[config.mk]
export PLATFORM = sky130hd
export DESIGN_NAME = manchester_frame_encoder
export DESIGN_NICKNAME = d
export VERILOG_FILES = /design/src/rtl/manchester_frame_encoder.sv
export SDC_FILE = /design/constraint.sdc
export NUM_CORES = 1
export LEC_CHECK = 0
export BUFFER_PORTS_ARGS = -buffer_cell sky130_fd_sc_hd__buf_2
export CAP_MARGIN = 10
export CORE_MARGIN = 5
export CORE_UTILIZATION = 35
export CTS_BUF_LIST = sky130_fd_sc_hd__clkbuf_8
export DETAILED_ROUTE_END_ITERATION = 10
export PLACE_DENSITY_LB_ADDON = 0.25
export SLEW_MARGIN = 20
export SYNTH_ARGS = -nofsm -noshare
export SYNTH_HDL_FRONTEND = slang
export SYNTH_SLANG_ARGS = --single-unit
[constraint.sdc]
create_clock -name clk -period 1.84 [get_ports clk]
set_input_delay 0.368 -clock clk [delete_from_list [all_inputs] [get_ports clk]]
set_output_delay 0.368 -clock clk [all_outputs]
set_load 0.01 [all_outputs]
[src/rtl/manchester_frame_encoder.sv]
`default_nettype none
// ============================================================================
// Module   : manchester_frame_encoder
// Purpose  : Frames a bit stream as SOF + data + EOF Manchester symbols,
//            optionally gated by a phase-locked subcarrier.
// Revision : 1.0 - initial release
// ============================================================================
module manchester_frame_encoder #(
  parameter int BIT_TICKS        = 128,
  parameter int SUBCARRIER_TICKS = 16,
  parameter bit MODULATE         = 1'b0
) (
  input  logic clk,
  input  logic rst,
  input  logic en,
  input  logic in_data,
  input  logic in_data_valid,
  output logic in_req,
  output logic encoded_data,
  output logic last_tick,
  output logic done
);

  localparam int TW = $clog2(BIT_TICKS);
  localparam int SW = $clog2(SUBCARRIER_TICKS);

  localparam logic [TW-1:0] c_tick_last = TW'(BIT_TICKS - 1);
  localparam logic [TW-1:0] c_tick_half = TW'(BIT_TICKS / 2);
  localparam logic [SW-1:0] c_sc_last   = SW'(SUBCARRIER_TICKS - 1);
  localparam logic [SW-1:0] c_sc_half   = SW'(SUBCARRIER_TICKS / 2);

  localparam logic [2:0] c_idle = 3'd0;
  localparam logic [2:0] c_sof  = 3'd1;
  localparam logic [2:0] c_data = 3'd2;
  localparam logic [2:0] c_eof  = 3'd3;
  localparam logic [2:0] c_done = 3'd4;

  logic [2:0]    r_state;
  logic [TW-1:0] r_tick;
  logic [SW-1:0] r_sc;
  logic          r_bit;
  logic          r_next_bit;
  logic          r_next_valid;

  logic [2:0]    w_state;
  logic [TW-1:0] w_tick;
  logic [SW-1:0] w_sc;
  logic          w_bit;
  logic          w_sym;
  logic          w_active;
  logic          w_sym_bit;
  logic          w_level;
  logic          w_sc_on;
  logic          w_enc;

  // Next-state values describe the tick that will be on the outputs after
  // this edge, so every registered output is aligned with encoded_data.
  always_comb begin
    w_state = r_state;
    w_tick  = r_tick;
    w_bit   = r_bit;
    case (r_state)
      c_idle: begin
        if (en) begin
          w_state = c_sof;
          w_tick  = '0;
        end
      end
      c_sof, c_data: begin
        if (r_tick == c_tick_last) begin
          w_state = r_next_valid ? c_data : c_eof;
          w_bit   = r_next_bit;
          w_tick  = '0;
        end else begin
          w_tick = r_tick + TW'(1);
        end
      end
      c_eof: begin
        if (r_tick == c_tick_last) begin
          w_state = c_done;
          w_tick  = '0;
        end else begin
          w_tick = r_tick + TW'(1);
        end
      end
      c_done:  w_state = c_done;
      default: begin
        w_state = c_idle;
        w_tick  = '0;
      end
    endcase
    if (!en) begin
      w_state = c_idle;
      w_tick  = '0;
    end
  end

  // Subcarrier phase restarts with every bit period.
  always_comb begin
    w_sc = '0;
    if (w_tick != '0) begin
      w_sc = (r_sc == c_sc_last) ? '0 : r_sc + SW'(1);
    end
  end

  always_comb begin
    w_sym     = (w_state == c_sof) || (w_state == c_data);
    w_active  = w_sym || (w_state == c_eof);
    w_sym_bit = (w_state == c_sof) ? 1'b1 : w_bit;
    w_level   = w_sym && ((w_tick < c_tick_half) ? w_sym_bit : !w_sym_bit);
    w_sc_on   = (w_sc < c_sc_half);
    w_enc     = MODULATE ? (w_level && w_sc_on) : w_level;
  end

  always_ff @(posedge clk or posedge rst) begin
    if (rst) begin
      r_state      <= c_idle;
      r_tick       <= '0;
      r_sc         <= '0;
      r_bit        <= 1'b0;
      r_next_bit   <= 1'b0;
      r_next_valid <= 1'b0;
      in_req       <= 1'b0;
      last_tick    <= 1'b0;
      done         <= 1'b0;
      encoded_data <= 1'b0;
    end else begin
      r_state <= w_state;
      r_tick  <= w_tick;
      r_sc    <= w_sc;
      r_bit   <= w_bit;
      if (in_req) begin
        r_next_bit   <= in_data;
        r_next_valid <= in_data_valid;
      end
      in_req       <= w_sym && (w_tick == c_tick_half);
      last_tick    <= w_active && (w_tick == c_tick_last);
      done         <= (w_state == c_eof) && (w_tick == c_tick_last);
      encoded_data <= w_enc;
    end
  end

endmodule
`default_nettype wire

==> reports/results.ini <==
[run_status]
run_status = finished with violations
violations = setup timing

[cells_and_area]
fillers = 257
drive_gt1_share_pct = 42.75
seq_area_um2 = 427.9
area_delta_synth_final_pct = 33.05
layout.cells.most_common = buf_4
nets = 138
final_cell_mix = 21 x buf_4, 15 x dfrtp_1, 12 x nand2_1, 8 x buf_2, 7 x nor2_1
diodes = 0
final_cell_area_um2 = 1350
multi_input_area_um2 = 614.3

[synthesis]
synthTopCellsByArea = dfrtp_1 42%, nand2_1 4.4%, mux2_2 3.3%
ys_async_sr_fraction_pct = 100.0
avgSynthCellArea_um2 = 10.15
synth.top_cell.area_share_pct = 41.92
syn_nets = 106
synth_edf_count = 0
synth_cell_types = 42
synthFlopType = dfrtp_1
syn_inst = 100
seq_area_frac_synth_pct = 41.92
yosysTopAreaCell = dfrtp_1
yosys_warnings = 0
syn-cell-area_um2 = 1015
synth-seq-cells = 17

[grt]
gr-total-overflow = 0
grt_max_degree = 18
track_usage_pct = 13.58
grt_first_pass_wirelength_mm = 4.202
antenna_found_initial = 0
grt_pass1_vias = 863

[drt]
drc_errors = 0
dr_total_vias = 869
wl_per_cell_um = 15.22
routed_wl_mm = 2.465
drtIter0Drc = 34
dr.pass1.iters = 6
vias_per_cell = 5.364
final_antenna_net_count = 0

[timing]
period_share_pct = 101.5
slew_headroom_pct = 56.56
setup_viol = 2
layout_min_cycle_time_ps = 1868
worstMarginPinSlew_ps = 650.8
max_freq_mhz = 535.3
final_hold_viol_count = 0
setup_ws_ps = -28.08
rsz0062_at_grt = true
slew_viol_final = 0
finalClockSkew_ps = 1.493

[worst_setup_path]
cp.required_ps = 2010
path_max_fanout = 2
worstSetupEndpointType = flip-flop
r2r-start = r_tick[1]
path_class = reg -> reg
worst_ep_arrival_time_ps = 2040
startpoint = r_tick[1]
critPathLaunchType = flip-flop

[placement]
io_buffers = 8
dpl.hpwl_mm = 1.822
pre_cts_slack_ps = -75.81
routabilityCongestion = 0.8899
place_area_um2 = 1230

[clock_tree]
hold_buffers = 0
cts_root_buf = clkbuf_8
clock_path_buffers = 2
cts_tree = yes
clk_latency_ps = 260
clkTransAtPathRegs_ps = 70
htree_levels = 1
cts_num_sinks = 17
numCtsBuffers = 3

[power]
p_leak_uw = 0.0005928
ir_worst_vdd_mv = 0.3346
p_per_area_nw_per_um2 = 541.0

[floorplanning]
num_rows = 19
chipWidth_um = 63.85
core_um2 = 2758
die_area_um2 = 4076
initial_core_util_pct = 36.80
fp.dieH_um = 63.85
pin_count = 9

[flow_run]
cap_violations = 0

[worst_hold_path]
hold_path_class = in -> async

==> power by group <==
group | total (uW) | switching (uW) | internal, uW
combinational | 61.4 | 35.1 | 26.4
sequential | 383 | 5.25 | 378
clock | 286 | 137 | 149
total | 730 | 177 | 553
==> stage by stage <==
stage	utilization (%)	total power (uW)	instances	hold WS (ps)	TNS [ps]
finish	48.96	730.4	162	184.8	-53.29
global route	48.96	761.6	162	254.3	-386.8
CTS	48.05	742.8	162	213.1	-36.90
detailed placement	44.60	449.1	156	485.9	-144.0
global placement	44.60	448.1	156	472.8	-62.78
floorplan	-	422.1	100	294.1	0
==> cell usage after synthesis (2+ instances only) <==
cell type  number
o21a_1          2
xnor2_1         3
nor4b_2         2
mux2_2          3
o22ai_1         2
o21ai_1         2
a21oi_1         2
inv_1           4
nand3_1         3
or4_1           3
nor2_1          7
nor3_1          3
and2_1          5
o211ai_1        2
buf_4           2
dfrtp_1        17
nand2_1        12
xor2_1          2
==> critical path: stages (launching register included) <==
cell,delay (ps)
dfrtp_1,410
ha_4,190
xnor2_2,170
o22ai_1,100
and2_1,170
or4_1,520
nor4b_2,220
==> flip-flops by register name, summed over array words and instances (netlist names) <==
name and cells:
r_next_bit 1, r_next_valid 1, done 1, r_tick 7, r_state 3, encoded_data 1
last_tick 1, r_bit 1, in_req 1
==> logic make-up (layout without fill, tap and decap cells) <==
kind of cell,count (synthesis),after routing,share of synthesized area [%]
AO/OA/AOI/OAI,22,22,16.28
XOR/XNOR,5,5,4.316
adder cells (fa/ha/maj),2,2,2.219
buffers and inverters,7,38,4.068
flip-flops,17,17,41.92
multiplexers,3,3,3.329
AND/OR/NAND/NOR,44,44,27.87
==> final cells by class <==
type                            instances  share of cell area [%]
Multi-Input combinational cell         76                   45.51
Sequential cell                        17                   31.70
Timing Repair Buffer                   30                   15.48
Clock buffer                            3                   3.058
Tap cell                               31                   2.873
Inverter                                4                   1.112
Clock inverter                          1                  0.2780
==> repair_timing <==
| action | 4_1_cts | 5_1_grt |
|---|---|---|
| endpoints found under the hold margin | 0 | 0 |
| setup buffers | 2 | 0 |
| pin swaps | 5 | 3 |
| resized for setup | 7 | 5 |
| endpoints found under the setup margin | 4 | 4 |
==> routing by layer <==
layer	vias to the layer above	global-route usage, %	part of all wire [%]
li1	421	-	-
met1	425	17.25	44
met2	18	21.36	49
met3	5	2.102	4.4
met4	0	8.571	2.7
met5	-	0	0
==> path summary, 6_finish.rpt <==
path,slack [ps],end,depth (start not counted)
worst max-delay path,-30,in_req,6
worst min-delay path,180,r_tick[3],2
worst max register to register,-30,in_req,6
worst min register to register,520,r_next_bit,1
max in group asynchronous,1200,r_state[1],2
min in group clk,340,r_next_bit,2
Note: power is estimated with default switching activity, not from simulation.
